==> src/rtl/cart_sram_backup_pkg.sv <==
// Shared types for the cartridge SRAM backup sequencer: FSM state encoding
// and SD sector geometry.
package cart_sram_backup_pkg;

    typedef enum logic [1:0] {
        BK_IDLE,
        BK_REQ,
        BK_XFER,
        BK_NEXT
    } cart_bk_state_t;

    localparam int SECT_BYTES = 512;

endpackage

==> src/rtl/cart_sram_backup_if.sv <==
// Bus bundle between the backup sequencer and the mappers, SRAM and SD image
// block. The slave side is the sequencer; the master side is its environment.
interface cart_sram_backup_if #(
    parameter int SRAM_AW = 14,
    parameter int SECT_AW = 9
);
    import cart_sram_backup_pkg::*;

    logic [1:0][15:0]    size_sram;
    logic [1:0]          img_mounted;
    logic [31:0]         img_size;
    logic                save_req;
    logic                cpu_slot;
    logic                cpu_sram_cs;
    logic                cpu_sram_we;
    logic [SRAM_AW-1:0]  cpu_addr;
    logic [7:0]          cpu_din;
    logic                cpu_wait;
    logic [SRAM_AW:0]    ram_addr;
    logic [7:0]          ram_din;
    logic                ram_we;
    logic [7:0]          ram_dout;
    logic [31:0]         sd_lba;
    logic [1:0]          sd_rd;
    logic [1:0]          sd_wr;
    logic [1:0]          sd_ack;
    logic [SECT_AW-1:0]  sd_buff_addr;
    logic [7:0]          sd_buff_dout;
    logic                sd_buff_wr;
    logic [7:0]          sd_buff_din;
    logic                busy;
    logic [1:0]          dirty;

    modport slave (
        input  size_sram, img_mounted, img_size, save_req,
               cpu_slot, cpu_sram_cs, cpu_sram_we, cpu_addr, cpu_din,
               ram_dout, sd_ack, sd_buff_addr, sd_buff_dout, sd_buff_wr,
        output cpu_wait, ram_addr, ram_din, ram_we,
               sd_lba, sd_rd, sd_wr, sd_buff_din, busy, dirty
    );

    modport master (
        output size_sram, img_mounted, img_size, save_req,
               cpu_slot, cpu_sram_cs, cpu_sram_we, cpu_addr, cpu_din,
               ram_dout, sd_ack, sd_buff_addr, sd_buff_dout, sd_buff_wr,
        input  cpu_wait, ram_addr, ram_din, ram_we,
               sd_lba, sd_rd, sd_wr, sd_buff_din, busy, dirty
    );

endinterface

==> src/rtl/cart_sram_backup.sv <==
// Moves battery-backed SRAM of two cartridge slots to/from the SD save image,
// one sector per handshake, while owning the SRAM port and stalling the CPU.
module cart_sram_backup
    import cart_sram_backup_pkg::*;
#(
    parameter int SRAM_AW = 14,
    parameter int SECT_AW = 9
) (
    input logic               clk,
    input logic               reset,
    cart_sram_backup_if.slave bus
);

    cart_bk_state_t r_state, w_state_nx;
    logic           r_slot, w_slot_nx;
    logic           r_load, w_load_nx;
    logic [31:0]    r_lba, w_lba_nx;
    logic [1:0]     r_pend_load, r_pend_save, r_dirty;
    logic [1:0]     w_pl_clr, w_ps_clr, w_dirty_clr;
    logic [1:0]     w_has_sram, w_load_set, w_save_set, w_dirty_set, w_slot_oh;
    logic           w_busy, w_cpu_wr, w_ack, w_last;
    logic           w_sel_vld, w_sel_slot, w_sel_load;
    logic [16:0]    w_nsect_m1;

    assign w_has_sram  = {bus.size_sram[1] != 16'd0, bus.size_sram[0] != 16'd0};
    assign w_busy      = (r_state != BK_IDLE);
    assign w_slot_oh   = {r_slot, ~r_slot};
    assign w_ack       = bus.sd_ack[r_slot];
    assign w_nsect_m1  = {bus.size_sram[r_slot], 1'b0} - 17'd1;
    assign w_last      = (r_lba == {15'd0, w_nsect_m1});
    assign w_cpu_wr    = bus.cpu_sram_cs & bus.cpu_sram_we & ~w_busy;
    assign w_dirty_set = {bus.cpu_slot, ~bus.cpu_slot} & w_has_sram & {2{w_cpu_wr}};
    assign w_load_set  = bus.img_mounted & w_has_sram & {2{bus.img_size != 32'd0}};
    // A CPU write landing with save_req is folded into the snapshot so it gets saved
    assign w_save_set  = (r_dirty | w_dirty_set) & {2{bus.save_req}};

    always_comb begin
        w_sel_vld  = 1'b1;
        w_sel_slot = 1'b0;
        w_sel_load = 1'b1;
        if (r_pend_load[0]) begin
            w_sel_slot = 1'b0;
        end else if (r_pend_load[1]) begin
            w_sel_slot = 1'b1;
        end else if (r_pend_save[0]) begin
            w_sel_load = 1'b0;
        end else if (r_pend_save[1]) begin
            w_sel_slot = 1'b1;
            w_sel_load = 1'b0;
        end else begin
            w_sel_vld  = 1'b0;
        end
    end

    always_comb begin
        w_state_nx  = r_state;
        w_slot_nx   = r_slot;
        w_load_nx   = r_load;
        w_lba_nx    = r_lba;
        w_pl_clr    = 2'b00;
        w_ps_clr    = 2'b00;
        w_dirty_clr = 2'b00;
        unique case (r_state)
            BK_IDLE: begin
                if (w_sel_vld) begin
                    if (w_sel_load) w_pl_clr = {w_sel_slot, ~w_sel_slot};
                    else            w_ps_clr = {w_sel_slot, ~w_sel_slot};
                    // A slot whose SRAM vanished since the request is dropped silently
                    if (w_has_sram[w_sel_slot]) begin
                        w_slot_nx  = w_sel_slot;
                        w_load_nx  = w_sel_load;
                        w_lba_nx   = 32'd0;
                        w_state_nx = BK_REQ;
                    end
                end
            end
            BK_REQ:  if (w_ack)  w_state_nx = BK_XFER;
            // Entered with ack high, so ack low here is its falling edge
            BK_XFER: if (!w_ack) w_state_nx = BK_NEXT;
            BK_NEXT: begin
                if (w_last) begin
                    w_dirty_clr = w_slot_oh;
                    w_state_nx  = BK_IDLE;
                end else begin
                    w_lba_nx    = r_lba + 32'd1;
                    w_state_nx  = BK_REQ;
                end
            end
            default: w_state_nx = BK_IDLE;
        endcase
    end

    assign bus.sd_rd       = (r_state == BK_REQ &&  r_load) ? w_slot_oh : 2'b00;
    assign bus.sd_wr       = (r_state == BK_REQ && !r_load) ? w_slot_oh : 2'b00;
    assign bus.sd_lba      = r_lba;
    assign bus.sd_buff_din = bus.ram_dout;
    assign bus.busy        = w_busy;
    assign bus.cpu_wait    = bus.cpu_sram_cs & w_busy;
    assign bus.dirty       = r_dirty;

    always_comb begin
        if (w_busy) begin
            bus.ram_addr = {r_slot, r_lba[SRAM_AW-SECT_AW-1:0], bus.sd_buff_addr};
            bus.ram_din  = bus.sd_buff_dout;
            bus.ram_we   = (r_state == BK_XFER) & r_load & bus.sd_buff_wr & w_ack;
        end else begin
            bus.ram_addr = {bus.cpu_slot, bus.cpu_addr};
            bus.ram_din  = bus.cpu_din;
            bus.ram_we   = bus.cpu_sram_cs & bus.cpu_sram_we & ~reset;
        end
    end

    always_ff @(posedge clk or posedge reset) begin
        if (reset) begin
            r_state     <= BK_IDLE;
            r_slot      <= 1'b0;
            r_load      <= 1'b0;
            r_lba       <= 32'd0;
            r_pend_load <= 2'b00;
            r_pend_save <= 2'b00;
            r_dirty     <= 2'b00;
        end else begin
            r_state     <= w_state_nx;
            r_slot      <= w_slot_nx;
            r_load      <= w_load_nx;
            r_lba       <= w_lba_nx;
            // New requests win over the clear so a re-trigger is never lost
            r_pend_load <= (r_pend_load & ~w_pl_clr) | w_load_set;
            r_pend_save <= (r_pend_save & ~w_ps_clr) | w_save_set;
            r_dirty     <= (r_dirty & ~w_dirty_clr) | w_dirty_set;
        end
    end

endmodule
==> src/flat_wrapper.sv <==
// flat-port wrapper written by rule: the top's interface ports become plain ports
module cart_sram_backup_flat import cart_sram_backup_pkg::*;
#(
    parameter int SRAM_AW = 14,
    parameter int SECT_AW = 9
)
  (clk, reset, bus_size_sram, bus_img_mounted, bus_img_size, bus_save_req, bus_cpu_slot, bus_cpu_sram_cs, bus_cpu_sram_we, bus_cpu_addr, bus_cpu_din, bus_ram_dout, bus_sd_ack, bus_sd_buff_addr, bus_sd_buff_dout, bus_sd_buff_wr, bus_cpu_wait, bus_ram_addr, bus_ram_din, bus_ram_we, bus_sd_lba, bus_sd_rd, bus_sd_wr, bus_sd_buff_din, bus_busy, bus_dirty);
  cart_sram_backup_if #(.SRAM_AW(SRAM_AW), .SECT_AW(SECT_AW)) bus_i ();
  input logic clk;
  input logic reset;
  input wire logic [$bits(bus_i.size_sram)-1:0] bus_size_sram;
  input wire logic [$bits(bus_i.img_mounted)-1:0] bus_img_mounted;
  input wire logic [$bits(bus_i.img_size)-1:0] bus_img_size;
  input wire logic [$bits(bus_i.save_req)-1:0] bus_save_req;
  input wire logic [$bits(bus_i.cpu_slot)-1:0] bus_cpu_slot;
  input wire logic [$bits(bus_i.cpu_sram_cs)-1:0] bus_cpu_sram_cs;
  input wire logic [$bits(bus_i.cpu_sram_we)-1:0] bus_cpu_sram_we;
  input wire logic [$bits(bus_i.cpu_addr)-1:0] bus_cpu_addr;
  input wire logic [$bits(bus_i.cpu_din)-1:0] bus_cpu_din;
  input wire logic [$bits(bus_i.ram_dout)-1:0] bus_ram_dout;
  input wire logic [$bits(bus_i.sd_ack)-1:0] bus_sd_ack;
  input wire logic [$bits(bus_i.sd_buff_addr)-1:0] bus_sd_buff_addr;
  input wire logic [$bits(bus_i.sd_buff_dout)-1:0] bus_sd_buff_dout;
  input wire logic [$bits(bus_i.sd_buff_wr)-1:0] bus_sd_buff_wr;
  output wire logic [$bits(bus_i.cpu_wait)-1:0] bus_cpu_wait;
  output wire logic [$bits(bus_i.ram_addr)-1:0] bus_ram_addr;
  output wire logic [$bits(bus_i.ram_din)-1:0] bus_ram_din;
  output wire logic [$bits(bus_i.ram_we)-1:0] bus_ram_we;
  output wire logic [$bits(bus_i.sd_lba)-1:0] bus_sd_lba;
  output wire logic [$bits(bus_i.sd_rd)-1:0] bus_sd_rd;
  output wire logic [$bits(bus_i.sd_wr)-1:0] bus_sd_wr;
  output wire logic [$bits(bus_i.sd_buff_din)-1:0] bus_sd_buff_din;
  output wire logic [$bits(bus_i.busy)-1:0] bus_busy;
  output wire logic [$bits(bus_i.dirty)-1:0] bus_dirty;
  assign bus_i.size_sram = bus_size_sram;
  assign bus_i.img_mounted = bus_img_mounted;
  assign bus_i.img_size = bus_img_size;
  assign bus_i.save_req = bus_save_req;
  assign bus_i.cpu_slot = bus_cpu_slot;
  assign bus_i.cpu_sram_cs = bus_cpu_sram_cs;
  assign bus_i.cpu_sram_we = bus_cpu_sram_we;
  assign bus_i.cpu_addr = bus_cpu_addr;
  assign bus_i.cpu_din = bus_cpu_din;
  assign bus_i.ram_dout = bus_ram_dout;
  assign bus_i.sd_ack = bus_sd_ack;
  assign bus_i.sd_buff_addr = bus_sd_buff_addr;
  assign bus_i.sd_buff_dout = bus_sd_buff_dout;
  assign bus_i.sd_buff_wr = bus_sd_buff_wr;
  assign bus_cpu_wait = bus_i.cpu_wait;
  assign bus_ram_addr = bus_i.ram_addr;
  assign bus_ram_din = bus_i.ram_din;
  assign bus_ram_we = bus_i.ram_we;
  assign bus_sd_lba = bus_i.sd_lba;
  assign bus_sd_rd = bus_i.sd_rd;
  assign bus_sd_wr = bus_i.sd_wr;
  assign bus_sd_buff_din = bus_i.sd_buff_din;
  assign bus_busy = bus_i.busy;
  assign bus_dirty = bus_i.dirty;
  cart_sram_backup #(.SRAM_AW(SRAM_AW), .SECT_AW(SECT_AW)) u_core (.clk(clk), .reset(reset), .bus(bus_i));
endmodule
==> config.mk <==
export PLATFORM = sky130hd
export DESIGN_NAME = cart_sram_backup_flat
export DESIGN_NICKNAME = d
export VERILOG_FILES = /design/src/rtl/cart_sram_backup_pkg.sv /design/src/rtl/cart_sram_backup_if.sv /design/src/rtl/cart_sram_backup.sv /design/src/flat_wrapper.sv
export SDC_FILE = /design/constraint.sdc
export NUM_CORES = 1
export LEC_CHECK = 0
export ABC_AREA = 1
export BUFFER_PORTS_ARGS = -buffer_cell sky130_fd_sc_hd__buf_2
export CORE_AREA = 4 4 128 130
export CTS_BUF_LIST = sky130_fd_sc_hd__clkbuf_8
export CTS_CLUSTER_DIAMETER = 120
export DETAILED_ROUTE_END_ITERATION = 8
export DIE_AREA = 0 0 132 134
export PLACE_DENSITY = 0.53
export SLEW_MARGIN = 25
export SYNTH_ARGS = -nofsm -noshare
export SYNTH_HDL_FRONTEND = slang
export SYNTH_SLANG_ARGS = --single-unit
export TNS_END_PERCENT = 50
==> constraint.sdc <==
create_clock -name clk -period 2.5 [get_ports clk]
set_input_delay 0.75 -clock clk [delete_from_list [all_inputs] [get_ports clk]]
set_output_delay 0.75 -clock clk [all_outputs]
set_load 0.01 [all_outputs]
## Yosys cells after proc, flatten, opt, wreduce, memory -nomap -nowiden

Cells that the tools add are included.

- Flip-flop bits (word level): 42
- Bits in latches: 0
- Memory bits (writable): 0
- ROM bits: 0
- Logic and storage cells: 99
- Memories kept: 0

- Add/subtract/negate cells: 2
- Multiply operators: 0
- Div/mod/pow operators: 0
- Order comparisons: 2
- Equal/unequal tests: 9
- Shift operators: 0
- Muxes and demuxes: 40
- Bitwise gates (word level): 27
- Reductions and logical operators: 12

Operators with widths:

| cell | number |
|---|---|
| 32-bit two-way mux | 3 |
| 32-bit one-hot mux with 2 select lines | 1 |
| 32-bit by 1-bit adder with 32-bit output (second input constant) | 1 |
| 32-bit by 17-bit == test with 1-bit output | 1 |
| 16-bit two-way mux | 2 |
| 16-bit nonzero test | 2 |
| 32-bit nonzero test | 1 |
| 2-bit two-way mux | 14 |
| 1-bit two-way mux | 17 |
| 17-bit by 1-bit subtractor with 17-bit output (second input constant) | 1 |
| 2-bit bitwise AND | 8 |
| 15-bit two-way mux | 1 |
| 8-bit two-way mux | 1 |
| 2-bit bitwise OR | 4 |
| 2-bit one-hot mux with 4 select lines | 1 |
| 4-bit AND reduction | 2 |
| 1-bit bitwise AND | 7 |
| 2-bit by 1-bit inequality test with 1-bit output (second input constant) | 3 |
| 2-bit NOT | 3 |
| 1-bit NOT | 5 |
| 2-bit == test (second input constant) | 2 |
| 1-bit by 2-bit < comparator with 1-bit output (second input constant) | 2 |
| 2-bit inequality test (second input constant) | 2 |
| 2-bit nonzero test | 2 |
| other kinds (5) | 6 |

## Logic depth before layout (Yosys ltp)

Gate-level depths: netlist (run 1).

- Depth in word-level cells: 11
- Depth in mapped cells: 21
- Gate-level depth less buffers: 20

## Worst setup path before layout (run 1)

OpenSTA, ideal clock, no wires.

- Kind: input -> register
- From: in bus_size_sram[0]
- To: reg u_core.r_lba[26] (netlist: u_core.bus.sd_lba[26])
- Setup time: 0.066 ns
- Arrival: 2.400 ns
- Data required time: 2.434 ns
- Setup slack: 0.034 ns
- Stages on the path: 21
- Path through: inv_1 > nand2_1 > nand2_1 > ha_1 > inv_1 > nand2_1 > nand2_1 > nor2_1 > nand2_1 > nor2_1 > nand2_1 > nor2_1 > nand2_1 > nor2_1 > nand2_1 > nor2_2 > nand3_2 > nand2_4 > buf_6 > nand2_1 > nand2_1

- Longest elaborated chain between the ends: 6
- Elaborated cells between the ends (all ways): 10
- Classes of those cells: 1 x add/sub; 3 x eq/ne; 4 x mux; 2 x reduce/logical

Ends and longest elaborated chain:

| item | line | source |
|---|---|---|
| start: declaration | flat_wrapper.sv:11 | `input wire logic [$bits(bus_i.size_sram)-1:0] bus_size_sram;` |
| 16-bit two-way mux (implied by the code) (2 in series) | cart_sram_backup.sv:29 | `assign w_nsect_m1 = {bus.size_sram[r_slot], 1'b0} - 17'd1;` |
| 17-bit by 1-bit subtractor with 17-bit output | cart_sram_backup.sv:29 |  |
| 32-bit by 17-bit == test with 1-bit output | cart_sram_backup.sv:30 | `assign w_last = (r_lba == {15'd0, w_nsect_m1});` |
| 2-bit inequality test (no line) | - |  |
| 4-bit AND reduction (no line) * | - |  |
| end signal: assignment | cart_sram_backup.sv:126 | `r_lba <= w_lba_nx;` |
| end: declaration | cart_sram_backup.sv:17 | `logic [31:0] r_lba, w_lba_nx;` |

Mark *: on every way between the ends. The rest lies on a longest branch, timed or not. The select of a mux whose other input is x is not followed.
A chain may end at the register's enable or synchronous reset.

## Final worst setup path (run 1)

- From: in bus_size_sram[0]
- To: reg u_core.r_lba[3] (netlist: u_core.bus.sd_lba[3])

Same word-level chain as after synthesis.

==> flow_summary.yaml, run 1 <==
timing:
  slew_headroom_pct: 62.5
  setup_viol_count_final: 34
  finalHoldViolCount: 0
  fmax_ghz: 0.383
  finalCritPeriodShare_pct: 105
  period_minus_slack_ps: 2610
  slew_violations: 0
  worstMarginPinSlew_ps: 562
  clock_skew_ps: 8.24
  grt_setup_unrepaired: "yes"
  worst_slack_ps: -114
critical_path:
  cp-start-kind: "input port"
  crit_buf_inv: 4
  r2r_slack_ps: -110
  cp_max_fo: 8
  worstSetupPathDepth: 22
  ff2ff_path_depth: 21
  critPathArrivalTime_ps: 2860
  crit_chain: "buf_2 > inv_1 > nand2_2 > nand2_4 > ha_4 > inv_2 > nand2_2 > nand2_1 > nor2_1 > nand2_1 > nor2_1 > nand2_1 > nor2_1 > nand2_1 > nor2_1 > nand2_1 > nor2_2 > nand3_2 > nand2_4 > clkbuf_16 > nand2_1 > nand2_1"
  endpoint: "u_core.bus.sd_lba[3]"
  critPathRequiredTime_ps: 2740
  critPathLaunch: "bus_size_sram[0]"
  cp_top_family: "simple AND/OR/NAND/NOR gates"
  endpoint_kind: "flip-flop"
  cp_slowest_stage_delay_ps: 290
  crit_path_top_delay_cell: "ha_4"
  crit_top_cell: "nand2_1"
  r2r_end: "u_core.bus.sd_lba[3]"
  crit_type: "input port to flip-flop"
  timing.rr.start: "u_core.r_slot"
power_and_ir_drop:
  irDropWorstVdd_mv: 0.389
  p_leak_nw: 3.65
  power_w: 0.00440
  power.density_mw_per_mm2: 692
floorplan:
  num_rows: 45
  core_area_mm2: 0.0151
  io_pins: 194
  die-height_um: 134
  die_x_um: 132
  dieArea_mm2: 0.0177
  initial_core_util_pct: 29.8
detailed_routing:
  finalWirelength_mm: 17.1
  dr.pass1.iters: 5
  route.detailed.drc: 0
  ant_nets: 0
  first_iter_violations: 358
  viasPerCell: 4.65
  dr_total_vias: 5525
  wl_per_cell_um: 14.4
grt:
  grt_max_degree: 43
  grt-ovfl-total: 0
  grt_pass1_vias: 5352
  grt_usage_pct: 18.4
  grt_antenna_before_repair: 0
  grt_pass1_wl_mm: 27.2
logic_synthesis:
  synth-main-ff-cell: "dfrtp_1"
  synth_area_mm2: 0.00451
  yosysWarnings: 0
  ys_types: 35
  yosysSeqAreaShare_pct: 23.3
  synth_area_per_cell_um2: 5.78
  synth_enable_flop_cells: 0
  yosysTopAreaCellShare_pct: 26.1
  syn_nets: 908
  yosysTopAreaCell: "nand2_1"
  synth_area_leaders: "nand2_1 26%, dfrtp_1 23%, inv_1 8.9%, xor2_1 7.2%, nand4_1 6.0%"
  syn_inst: 780
  async_flop_share_pct: 100
  synth_common_cells: "314 x nand2_1, 107 x inv_1, 62 x nor2_1, 43 x nand4_1, 42 x dfrtp_1"
  synth_most_common_cell: "nand2_1"
  synth-seq-cells: 42
clock_tree:
  clkTransAtPathRegs_ps: 90
  clock_sinks: 42
  root_buffer: "clkbuf_8"
  clk_latency_ps: 300
  cts_tree: "yes"
  cts_buffers: 5
  clk_path_buf_depth: 2
  htreeDepth: 2
placed_design:
  dpl.hpwl_mm: 13.5
  routabilityCongestion: 0.927
  post-place-ws_ps: -339
  portBuffers: 177
layout:
  antenna_cells: 0
  num-fill-cells: 1669
  num-nets-final: 1128
  drive_above_1_share_pct: 31.3
  areaGrowthSynthToFinish_pct: 41.1
outcome:
  status: "finished with violations"
  failed_checks: "setup timing"
worst_hold_path:
  hold_class: "flip-flop to flip-flop"
run:
  cap_viol_max_count: 0
[state kept, by name (all words and copies together) (netlist names)]
signal / flops
u_core.r_load: 1
u_core.bus.sd_lba: 32
u_core.bus.dirty: 2
u_core.r_pend_load: 2
u_core.r_slot: 1
u_core.r_pend_save: 2
u_core.r_state: 2
[worst min-delay path by stage]
stage | start | end | slack (ps) | cells after the start
2_1_floorplan | u_core.r_pend_save[0] | u_core.r_pend_save[0] | 490 | 2
3_3_place_gp | u_core.bus.sd_lba[1] | u_core.bus.sd_lba[1] | 520 | 2
3_5_place_dp | u_core.bus.sd_lba[1] | u_core.bus.sd_lba[1] | 510 | 2
4_1_cts | u_core.bus.sd_lba[1] | u_core.bus.sd_lba[1] | 540 | 2
5_1_grt | u_core.r_pend_save[0] | u_core.r_pend_save[0] | 580 | 2
6_report | u_core.bus.sd_lba[1] | u_core.bus.sd_lba[1] | 540 | 2
[layer usage]
metal | GRT usage (%) | routed length [µm] | up-vias
li1 | - | - | 2878
met1 | 24.9 | 7750 | 2466
met2 | 31.0 | 8100 | 162
met3 | 3.11 | 1020 | 19
met4 | 3.62 | 203 | 0
met5 | 0 | 0 | -
[report_power, final]
group / switching, W / internal (W) / leakage, nW
clock network: 0.000258 / 0.000426 / 0.0714
registers: 0.0000711 / 0.000742 / 0.547
logic: 0.00169 / 0.00122 / 3.03
[cell usage in the layout (no fill, tap or decap), types with 6 or more instances in the layout]
| cell type | count |
|---|---|
| buf_12 | 6 |
| buf_2 | 177 |
| buf_4 | 59 |
| clkbuf_8 | 6 |
| dfrtp_1 | 41 |
| inv_1 | 105 |
| nand2_1 | 285 |
| nand2_2 | 26 |
| nand2_4 | 9 |
| nand3_1 | 29 |
| nand4_1 | 43 |
| nor2_1 | 60 |
| nor2_2 | 9 |
| nor3_1 | 26 |
| nor4_1 | 15 |
| o21ai_0 | 19 |
| xor2_1 | 37 |
[worst min-delay path: stages, from the launching register on]
cell and delay [ps]:
dfrtp_1 410, nand2_2 60, nand2_1 40
[final cells by class]
class                           count  area [µm²]  share of cell area, %
Inverter                          114         428                   6.73
Sequential cell                    42        1050                   16.5
Clock buffer                        6        82.6                   1.30
Timing Repair Buffer              246        1540                   24.2
Clock inverter                      2        60.1                  0.944
Tap cell                          188         235                   3.70
Multi-Input combinational cell    591        2960                   46.6
[cells by family (layout without fill, tap and decap cells)]
logic type | after synthesis | after routing | synth area share [%]
AND/OR/NAND/NOR | 512 | 512 | 49.2
buffers and inverters | 147 | 368 | 14.2
flip-flops | 42 | 42 | 23.3
XOR/XNOR | 37 | 37 | 7.19
AO/OA/AOI/OAI | 36 | 36 | 4.44
adder cells (fa/ha/maj) | 6 | 6 | 1.67
[per-stage QoR]
stage	instances	hold WS (ps)	util [%]	TNS [ps]	instance area, µm²
finish	1189	537	42.0	-3000	6360
global placement	1173	517	39.3	-11080	5950
global route	1189	583	42.0	-11250	6360
floorplan	780	493	-	0	4510
detailed placement	1173	514	39.3	-11250	5950
CTS	1181	537	40.4	0	6110
[repair_timing]
item | in CTS | in global routing
setup endpoints to repair | 35 | 59
buffers inserted | 0 | 5
hold buffers | 0 | 0
gates resized for setup | 3 | 43
pin swaps | 0 | 26
gates cloned | 0 | 3
No activity file was read; power rests on OpenSTA's default activity.
==> run 2, diff against run 1 <==
==> constraint.sdc (replaced) <==
create_clock -name clk -period 2.8 [get_ports clk]
set_input_delay 0.84 -clock clk [delete_from_list [all_inputs] [get_ports clk]]
set_output_delay 0.84 -clock clk [all_outputs]
set_load 0.01 [all_outputs]
==> flow_summary.yaml, run 2 (synthesized netlist as in run 1, its figures left out) <==
outcome:
  status: "complete, no violations"
clock_tree:
  htreeDepth: 2
  root_buffer: "clkbuf_8"
  clock_sinks: 42
  ctsHoldBuffers: 0
  clk_latency_ps: 310
  cts_tree: "yes"
  clk_path_buf_depth: 2
  clkTransAtPathRegs_ps: 90
  cts_buffers: 5
run:
  cap_viol_max_count: 0
critical_path:
  critPathRequiredTime_ps: 1960
  timing.rr.start: "u_core.r_slot"
  crit_path_top_delay_cell: "dfrtp_1"
  cp_max_fo: 11
  crit_type: "flip-flop to output pin"
  crit_buf_inv: 3
  crit_chain: "inv_1 > ha_1 > inv_2 > nand3_1 > o22ai_1 > buf_2"
  critPathLaunch: "u_core.r_state[0]"
  cp_slowest_stage_delay_ps: 420
  endpoint_kind: "output pin"
  cp_top_family: "buffers and inverters"
  cp-start-kind: "flip-flop"
  critPathArrivalTime_ps: 1780
layout:
  final_util_pct: 38.2
  mostFrequentLayoutCells: "314 x nand2_1, 177 x buf_2, 106 x inv_1"
  areaGrowthSynthToFinish_pct: 28.5
  num-fill-cells: 1698
  final_common_cell: "nand2_1"
  num-nets-final: 1087
  fin_cells: 1148
  largest_reg_flops: 32
  antenna_cells: 0
  drive_above_1_share_pct: 24.9
worst_hold_path:
  hold_class: "flip-flop to flip-flop"
  holdCritStartpoint: "u_core.bus.sd_lba[1]"
detailed_routing:
  finalWirelength_mm: 16.4
  wl_per_cell_um: 14.3
  viasPerCell: 4.60
  dr_total_vias: 5283
  ant_nets: 0
  first_iter_violations: 277
  dr.pass1.iters: 4
  route.detailed.drc: 0
grt:
  grt_pass1_vias: 5232
  grt_usage_pct: 18.1
  grt-ovfl-total: 0
  grt_max_degree: 43
  grt_pass1_wl_mm: 26.6
  grt_antenna_before_repair: 0
floorplan:
  num_rows: 45
  dieArea_mm2: 0.0177
  core_area_mm2: 0.0151
  die_x_um: 132
  initial_core_util_pct: 29.8
  io_pins: 194
  die-height_um: 134
timing:
  fmax_ghz: 0.381
  period_minus_slack_ps: 2620
  setup_viol_count_final: 0
  slew_violations: 0
  grt_setup_unrepaired: "no"
  timing.setup.tns_ps: 0
  worst_slack_ps: 178
  clock_skew_ps: 11.9
  finalHoldViolCount: 0
  worstMarginPinSlew_ps: 563
  slew_headroom_pct: 62.5
  finalCritPeriodShare_pct: 93.6
placed_design:
  portBuffers: 177
  post-place-ws_ps: -137
  dpl.hpwl_mm: 13.3
  routabilityCongestion: 0.842
  dpl.cell_count: 1140
power_and_ir_drop:
  irDropWorstVdd_mv: 0.374
  power.density_mw_per_mm2: 558
  p_leak_nw: 3.35
run 2: cell types whose count changed in the layout (fill, tap and decap cells not counted), sizes merged:
cell	before	now
buf	243	205
clkbuf	9	6
bufinv	2	0
clkinv	4	5
inv	110	111
run 2: final cells by class:
cell class,instances,area (µm²),share of cell area (%)
multi-input combinational,591,2840,49.0
sequential,42,1050,18.1
tap,188,235,4.06
timing repair buffer,205,1150,19.9
clock buffer,6,82.6,1.43
clock inverter,2,8.76,0.151
inverter,114,428,7.39
run 2: report_power, final:
group | total, W | internal, W | switching (W) | leakage (nW)
logic | 0.00209 | 0.000761 | 0.00133 | 2.75
registers | 0.000720 | 0.000662 | 0.0000586 | 0.549
clock network | 0.000426 | 0.000196 | 0.000230 | 0.0524
run 2: worst min-delay path: stages, from the launching register on:
cell	delay (ps)
dfrtp_1	390
nand2_1	70
nand2_1	40
run 2: per-layer routing:
layer	up-vias	GRT usage, %	share of wire [%]
li1	2794	-	-
met1	2326	23.5	46
met2	145	30.9	47
met3	18	3.79	6.0
met4	0	4.08	1.2
met5	-	0	0
run 2: final timing paths:
kind / endpoint / slack [ps] / cells past startpoint
worst min register to register: u_core.bus.sd_lba[1] / 530 / 2
worst max register to register: u_core.bus.sd_lba[20] / 290 / 21
min in group asynchronous: u_core.r_pend_save[0] / 670 / 3
max in group asynchronous: u_core.bus.sd_lba[18] / 1740 / 3
worst min-delay path: u_core.bus.sd_lba[1] / 530 / 2
worst max-delay path: bus_ram_we / 180 / 6
run 2: per-stage QoR:
step	total power (W)	hold WS (ps)	instance area [µm²]
global placement	0.00281	516	5680
CTS	0.00324	534	5770
finish	0.00323	532	5790
global route	0.00353	599	5790
detailed placement	0.00280	513	5680
floorplan	0.00205	493	4510
run 2: timing repair:
action	CTS	global route
endpoints found under the setup margin	0	42
buffers inserted	0	0
gates resized for setup	0	4
